==> src/rtl/beamformer_sequencer.sv <==
// rtl/beamformer_sequencer.sv - capture/beamform/flush run sequencer for the beamformer datapath
//
// Purpose: drives one run per go request. It streams the input signal RAM into the
// band-pass filter (FEED) and captures the filter results into the filtered-sample RAM
// (FEED/DRAIN, with an idle-cycle timeout). It then walks every captured sample through
// the beamformer in four slices (BEAM), holds the beamformer enabled for a flush tail
// (FLUSH), and pulses done.
//
// Ports:
//   clk, rst                     clock, synchronous active-high reset
//   go                           start request (honoured only in IDLE)
//   filt_valid                   filter output valid (capture write strobe)
//   data_good                    beamformer result valid (advances sumout_address)
//   signal_address, signalinen   input signal RAM read port
//   start                        filter sink-valid (read enable delayed by RAM latency)
//   readin_address               filtered-sample RAM address (write in capture, read in BEAM)
//   filter_bram_output_write_en  filtered-sample RAM write enable
//   output_read_en               filtered-sample RAM read enable
//   startbeamformer              beamformer enable
//   slice_state, sample_index    beamformer slice select and sample number
//   sumout_address               beamformer result RAM write address
//   busy, done, timeout_err      status

module beamformer_sequencer #(
    parameter int NUM_SAMPLES   = 2048,
    parameter int DRAIN_TIMEOUT = 255,
    parameter int FLUSH_CYCLES  = 8
) (
    input  logic        clk,
    input  logic        rst,
    input  logic        go,
    input  logic        filt_valid,
    input  logic        data_good,
    output logic [10:0] signal_address,
    output logic        signalinen,
    output logic        start,
    output logic [10:0] readin_address,
    output logic        filter_bram_output_write_en,
    output logic        output_read_en,
    output logic        startbeamformer,
    output logic [1:0]  slice_state,
    output logic [15:0] sample_index,
    output logic [10:0] sumout_address,
    output logic        busy,
    output logic        done,
    output logic        timeout_err
);

    typedef enum logic [2:0] {
        S_IDLE,
        S_FEED,
        S_DRAIN,
        S_BEAM,
        S_FLUSH,
        S_DONE
    } state_t;

    localparam logic [10:0] LAST_ADDR = 11'(NUM_SAMPLES - 1);

    state_t      state;
    state_t      state_next;

    logic [10:0] feed_cnt;
    logic [10:0] wr_cnt;
    logic [10:0] beam_addr;
    logic [1:0]  slice_cnt;
    logic [15:0] idle_cnt;
    logic [15:0] flush_cnt;

    logic        capture;
    logic        write_hit;
    logic        last_write;
    logic        drain_expired;
    logic        beam_last;
    logic        flush_last;
    logic        run_start;
    logic [16:0] idle_inc;
    logic [16:0] flush_inc;

    // Phase-end conditions. The counters compare their incremented value so that a
    // counter never has to hold the terminal count itself; the 11-bit address counters
    // therefore stop at LAST_ADDR and never wrap, even with NUM_SAMPLES = 2048.
    always_comb begin
        capture       = (state == S_FEED) || (state == S_DRAIN);
        write_hit     = capture && filt_valid;
        last_write    = write_hit && (wr_cnt == LAST_ADDR);
        idle_inc      = {1'b0, idle_cnt} + 17'd1;
        flush_inc     = {1'b0, flush_cnt} + 17'd1;
        drain_expired = (state == S_DRAIN) && !filt_valid && (idle_inc >= 17'(DRAIN_TIMEOUT));
        beam_last     = (slice_cnt == 2'd3) && (beam_addr == LAST_ADDR);
        flush_last    = flush_inc >= 17'(FLUSH_CYCLES);
        run_start     = (state == S_IDLE) && go;
    end

    always_comb begin
        state_next = state;
        case (state)
            S_IDLE:  if (go) state_next = S_FEED;
            // A completed capture wins over the end of the feed sweep.
            S_FEED: begin
                if (last_write)                state_next = S_BEAM;
                else if (feed_cnt == LAST_ADDR) state_next = S_DRAIN;
            end
            S_DRAIN: begin
                if (last_write)         state_next = S_BEAM;
                else if (drain_expired) state_next = S_DONE;
            end
            S_BEAM:  if (beam_last)  state_next = S_FLUSH;
            S_FLUSH: if (flush_last) state_next = S_DONE;
            S_DONE:  state_next = S_IDLE;
            default: state_next = S_IDLE;
        endcase
    end

    always_comb begin
        signalinen                  = (state == S_FEED);
        signal_address              = (state == S_FEED) ? feed_cnt : 11'd0;
        filter_bram_output_write_en = write_hit;
        readin_address              = capture ? wr_cnt : ((state == S_BEAM) ? beam_addr : 11'd0);
        output_read_en              = (state == S_BEAM);
        startbeamformer             = (state == S_BEAM) || (state == S_FLUSH);
        slice_state                 = (state == S_BEAM) ? slice_cnt : 2'd0;
        sample_index                = (state == S_BEAM) ? {5'd0, beam_addr} : 16'd0;
        busy                        = (state != S_IDLE);
        done                        = (state == S_DONE);
    end

    always_ff @(posedge clk) begin
        if (rst) begin
            state          <= S_IDLE;
            feed_cnt       <= '0;
            wr_cnt         <= '0;
            beam_addr      <= '0;
            slice_cnt      <= '0;
            idle_cnt       <= '0;
            flush_cnt      <= '0;
            start          <= 1'b0;
            sumout_address <= '0;
            timeout_err    <= 1'b0;
        end else begin
            state <= state_next;

            // Signal RAM has one cycle of read latency, so the filter sink-valid is the
            // read enable one cycle late.
            start <= (state == S_FEED);

            // Every counter clears whenever its phase is not continuing, so IDLE
            // always sees all counters at zero.
            feed_cnt <= ((state == S_FEED) && (state_next == S_FEED)) ? feed_cnt + 11'd1 : 11'd0;

            if ((state_next == S_FEED) || (state_next == S_DRAIN))
                wr_cnt <= write_hit ? wr_cnt + 11'd1 : wr_cnt;
            else
                wr_cnt <= 11'd0;

            idle_cnt <= ((state == S_DRAIN) && (state_next == S_DRAIN) && !filt_valid)
                        ? idle_cnt + 16'd1 : 16'd0;

            if ((state == S_BEAM) && (state_next == S_BEAM)) begin
                slice_cnt <= slice_cnt + 2'd1;
                if (slice_cnt == 2'd3)
                    beam_addr <= beam_addr + 11'd1;
            end else begin
                slice_cnt <= 2'd0;
                beam_addr <= 11'd0;
            end

            flush_cnt <= ((state == S_FLUSH) && (state_next == S_FLUSH)) ? flush_cnt + 16'd1 : 16'd0;

            // Result address survives the return to IDLE so software can read how many
            // results were written; it restarts only when a new run begins.
            if (run_start)
                sumout_address <= 11'd0;
            else if (((state == S_BEAM) || (state == S_FLUSH)) && data_good)
                sumout_address <= sumout_address + 11'd1;

            if (run_start)
                timeout_err <= 1'b0;
            else if (drain_expired)
                timeout_err <= 1'b1;
        end
    end

endmodule
==> config.mk <==
export PLATFORM = sky130hd
export DESIGN_NAME = beamformer_sequencer
export DESIGN_NICKNAME = d
export VERILOG_FILES = /design/src/rtl/beamformer_sequencer.sv
export SDC_FILE = /design/constraint.sdc
export NUM_CORES = 1
export LEC_CHECK = 0
export ABC_AREA = 1
export CAP_MARGIN = 30
export CORE_AREA = 2 2 101 103
export CTS_CLUSTER_DIAMETER = 120
export DETAILED_ROUTE_END_ITERATION = 16
export DIE_AREA = 0 0 103 105
export GPL_ROUTABILITY_DRIVEN = 1
export PLACE_DENSITY_LB_ADDON = 0.15
export SLEW_MARGIN = 20
export SYNTH_ARGS = -nofsm -noshare
export SYNTH_HDL_FRONTEND = slang
export SYNTH_SLANG_ARGS = --single-unit
export TNS_END_PERCENT = 5
==> constraint.sdc <==
create_clock -name clk -period 2.2 [get_ports clk]
set_clock_uncertainty 0.15 [all_clocks]
set_input_delay 0.44 -clock clk [delete_from_list [all_inputs] [get_ports clk]]
set_output_delay 0.44 -clock clk [all_outputs]
set_load 0.005 [all_outputs]
# Word-level counts from Yosys, hierarchy flattened
# Cells that the tools add are included.
# totals
register_bits	83
latchBits	0
mem_bits_rw	0
mem_bits_ro	0
in_bits	5
memories	0
# classes
n_addsub	9
n_mul	0
div	0
n_lt_le_gt_ge	2
eq_ne	13
n_shift	0
n_mux	13
n_bitwise	5
n_reduce_logical	24
# op_table
op	n
11-bit by 1-bit adder with 11-bit output, second input constant	4
11-bit 2-to-1 mux	4
16-bit by 1-bit adder with 17-bit output, second input constant	2
11-bit == test, second input constant	3
16-bit by 1-bit adder with 16-bit output, second input constant	2
3-bit 2-to-1 mux	7
17-bit by 4-bit >= comparator with 1-bit output, second input constant	1
17-bit by 8-bit >= comparator with 1-bit output, second input constant	1
3-bit case mux with 5 select lines	1
3-bit by 2-bit == test with 1-bit output, second input constant	4
1-bit logical AND	12
2-bit OR reduction	6
3-bit == test, second input constant	3
3-bit by 1-bit == test with 1-bit output, second input constant	2
1-bit inverter	5
3-bit zero test	1
1-bit logical OR	3
3-bit nonzero test	1
2-bit by 1-bit adder with 2-bit output, second input constant	1
2-bit == test, second input constant	1
2-bit 2-to-1 mux	1
1-bit zero test	1

# Logic depth before layout (Yosys ltp)
# logic_depth
depth_word	11
ltp_mapped	19

# Worst setup path after synthesis
# Ideal clock, no wire load.
# synth_path
path_kind	register -> register
start	reg idle_cnt[0]
end	reg wr_cnt[1]
setup_ns	0.062
t_arrival_ns	2.002
t_required_ns	1.988
path_slack_ns	-0.014
path_stages_with_launch	19
n_path_buf	1
period_less_slack_ns	2.214
cell_sequence	dfxtp_1 > ha_1 > nand2_1 > nor2_2 > nand2_1 > o21ai_1 > nand2_1 > inv_1 > nand2_1 > nor2_1 > nand3_1 > nand2_2 > nand3_1 > nor2_4 > nand2_1 > nand2_1 > nand2_1 > buf_6 > nor2_2
# synth_via
elab_chain_cells	10
word_cells_on_any_way	11
cone_classes	add/sub: 1; order compare: 1; eq/ne: 2; mux: 3; bitwise: 1; reduce/logical: 3
# synth_lines
item	line_no	rtl
start: declaration	67	logic [15:0] idle_cnt;
start signal: assignment	156	idle_cnt <= ((state == S_DRAIN) && (state_next == S_DRAIN) && !filt_valid)
16-bit by 1-bit adder with 17-bit output (*)	87	idle_inc = {1'b0, idle_cnt} + 17'd1;
17-bit by 8-bit >= comparator with 1-bit output (*)	89	drain_expired = (state == S_DRAIN) && !filt_valid && (idle_inc >= 17'(DRAIN_TIMEOUT));
1-bit logical AND (*)	89	
3-bit 2-to-1 mux (*)	106	else if (drain_expired) state_next = S_DONE;
3-bit 2-to-1 mux (*)	105	if (last_write) state_next = S_BEAM;
3-bit case mux with 5 select lines (*)	97	case (state)
3-bit by 1-bit == test with 1-bit output / 3-bit by 2-bit == test with 1-bit output (equally long branches)	151	if ((state_next == S_FEED) || (state_next == S_DRAIN))
1-bit logical OR (*)	151	
1-bit inverter (no source line) (*)	-	
2-bit OR reduction (no source line) (*)	-	
end signal: assignment	152	wr_cnt <= write_hit ? wr_cnt + 11'd1 : wr_cnt;
end: declaration	64	logic [10:0] wr_cnt;
# Mark *: on every way between the ends. The rest lies on a longest branch, timed or not.
# A chain may end at the register's enable or synchronous reset.

# Final worst setup path
# layout_path
start	reg state[2]
end	out readin_address[10]
# layout_via
elab_chain_cells	3
word_cells_on_any_way	6
cone_classes	eq/ne: 3; mux: 2; reduce/logical: 1
# layout_lines
item	line_no	rtl
start: declaration	60	state_t state;
start signal: assignment	141	state <= state_next;
3-bit by 2-bit == test with 1-bit output, or another cell as far along	119	readin_address = capture ? wr_cnt : ((state == S_BEAM) ? beam_addr : 11'd0);
11-bit 2-to-1 mux / 1-bit logical OR (equally long branches)	119, 84	
11-bit 2-to-1 mux (*)	119	
end: declaration	37	output logic [10:0] readin_address,
# Marks and branches as above.

==> results.json <==
{
  "vias": 4277,
  "cts_tree": "built",
  "p_leak_nw": 2.66,
  "firstDrtPassIters": 4,
  "synth_cell_type_count": 35,
  "yosys.area.top_type": "dfxtp_1",
  "fin_ws_ns": -0.232,
  "yosysMostFrequentCell": "nor2_1",
  "netlist_area_um2": 4300,
  "postPlaceCellArea_um2": 5510,
  "fin_nets": 811,
  "synth_top_area_share_pct": 38.7,
  "synth_flop_cell": "dfxtp_1",
  "die-width_um": 103,
  "fin_area_um2": 6140,
  "wl_per_cell_um": 11.2,
  "setup_viol": 65,
  "first_global_vias": 3957,
  "wl_um": 10500,
  "outcome": "finished with violations",
  "clock_latency_ns": 0.35,
  "core_um2": 9640,
  "clock_sinks": 83,
  "drtIter0Drc": 165,
  "fmax_ghz": 0.411,
  "worstPathArrival_ns": 1.84,
  "drc": 0,
  "grt_overflow": 0,
  "root_buffer": "clkbuf_8",
  "worst_hold_path_type": "flop to flop",
  "path_common_cell": "buf_4",
  "maxCapViolCount": 0,
  "cp_num_buf_inv": 5,
  "grt_max_degree": 14,
  "gp_congestion": 0.896,
  "synth_common_cells": "130 x nor2_1, 122 x nand2_1, 103 x inv_1",
  "cts_buffers": 9,
  "viasPerCell": 4.57,
  "startpoint_type": "flop",
  "worstPathMaxFanout": 4,
  "pin_count": 64,
  "ys_top_cells_by_area": "dfxtp_1 39%, nor2_1 11%, nand2_1 11%",
  "pwr_density_cell_nw_per_um2": 469,
  "max-vdd-ir-drop_mv": 0.277,
  "hold_ws_ns": 0.312,
  "die_h_um": 105,
  "crit_type": "flop to primary output",
  "clk_path_buf_depth": 2,
  "min_period_ns": 2.43,
  "drv_slew": 0,
  "cp_cell_sequence": "inv_2 -> nand3_2 -> nand2_4 -> clkinvlp_4 -> buf_4 -> buf_4 -> o22ai_2 -> clkdlybuf4s15_2",
  "antenna_left": 0,
  "place_hpwl_um": 7540,
  "min_period_over_period_pct": 111,
  "synth_cells": 633,
  "finalHoldViolations": 0,
  "async_reset_ff_share_pct": 0,
  "power_mw": 2.88,
  "crit_path_max_incr_delay_ns": 0.36,
  "area_delta_synth_final_pct": 42.8,
  "grt_pass1_wl_um": 16700,
  "clkTransAtPathRegs_ns": 0.08,
  "diodes": 0,
  "grtUsageTotal_pct": 19.1,
  "start_util_pct": 44.6,
  "final_core_util_pct": 63.7,
  "synth-edff-count": 0,
  "port_buffers": 58,
  "worstSetupEndpointType": "primary output",
  "worst_path_max_delay_cell": "dfxtp_2",
  "avgSynthCellArea_um2": 6.79,
  "rsz0062_at_grt": "true",
  "seq_area_frac_synth_pct": 38.7,
  "synth_warnings": 0,
  "dieArea_um2": 10800,
  "antenna_found_initial": 0,
  "num_rows": 36,
  "violations": "negative setup slack",
  "required_ns": 1.61,
  "h-tree-depth": 3,
  "path_delay_family": "buffers and inverters",
  "drive_above_1_share_pct": 27.6,
  "synth_seq_cells": 83
}
sequential cells by signal, summed over array words and instances, names as in the netlist:
name	count
sumout_address	11
slice_cnt	2
wr_cnt	11
state	3
start	1
beam_addr	11
feed_cnt	11
flush_cnt	16
idle_cnt	16
timeout_err	1
where the power goes:
group / internal [mW] / switching (mW)
Combinational: 0.103 / 0.121
Clock: 0.580 / 0.524
Sequential: 1.53 / 0.0214
Total: 2.21 / 0.667
cell usage in the layout, fill, tap and decap left out, types with 8 or more instances in the layout:
master and n:
nand2_1 116, nor2_1 112, inv_1 94, buf_4 73, dfxtp_1 71, nor2_2 32
clkdlybuf4s50_1 29, nand3_1 28, conb_1 26, xor2_1 21, nand4_1 16, buf_2 16
nor3_1 13, clkbuf_8 11, o21ai_0 10, dfxtp_2 10, inv_2 9, nand2_2 8
a21oi_1 8, buf_6 8
metrics by stage:
step / worst slack, ns / std cells / TNS, ns
2_1_floorplan: 0.000592 / 658 / 0
3_5_place_dp: -0.220 / 894 / -7.85
4_1_cts: -0.268 / 921 / -7.70
3_3_place_gp: -0.182 / 894 / -5.74
6_report: -0.232 / 935 / -5.91
5_1_grt: -0.331 / 935 / -16.23
layout make-up:
class	instances	area, µm²
clock buffers	13	159
clock inverters	2	35.0
fillers	869	3500
inverters	105	400
multi-input cells	458	2500
flip-flops and latches	83	1680
well taps	133	166
repair buffers	140	1180
repair inverters	1	7.51
kinds of logic after synthesis:
kind of cell	Yosys count	synth area share, %
flip-flops	83	38.7
other	1	0.0873
AND/OR/NAND/NOR	360	37.9
adder cells (fa/ha/maj)	8	2.33
AO/OA/AOI/OAI	38	4.84
XOR/XNOR	26	5.30
buffers and inverters	117	10.9
path summary, 6_finish.rpt:
kind,end,start,depth (start not counted),slack [ns]
max,readin_address[10],state[2],8,-0.23
min,slice_cnt[0],slice_cnt[0],1,0.31
max reg2reg,sumout_address[10],state[1],15,-0.19
min reg2reg,slice_cnt[0],slice_cnt[0],1,0.31
layer usage:
metal / vias to the layer above / routed length (µm) / global-route usage (%)
li1: 2263 / - / -
met1: 1945 / 4900 / 24.1
met2: 57 / 5110 / 32.1
met3: 12 / 307 / 2.74
met4: 0 / 185 / 7.80
met5: - / 0 / 0
timing repair:
item,in CTS,in global routing
gates cloned,1,1
hold buffers,0,0
endpoints found under the setup margin,88,90
buffers inserted,12,13
resized for setup,111,69
pin swaps,8,26
(Power assumes the default switching activity.)
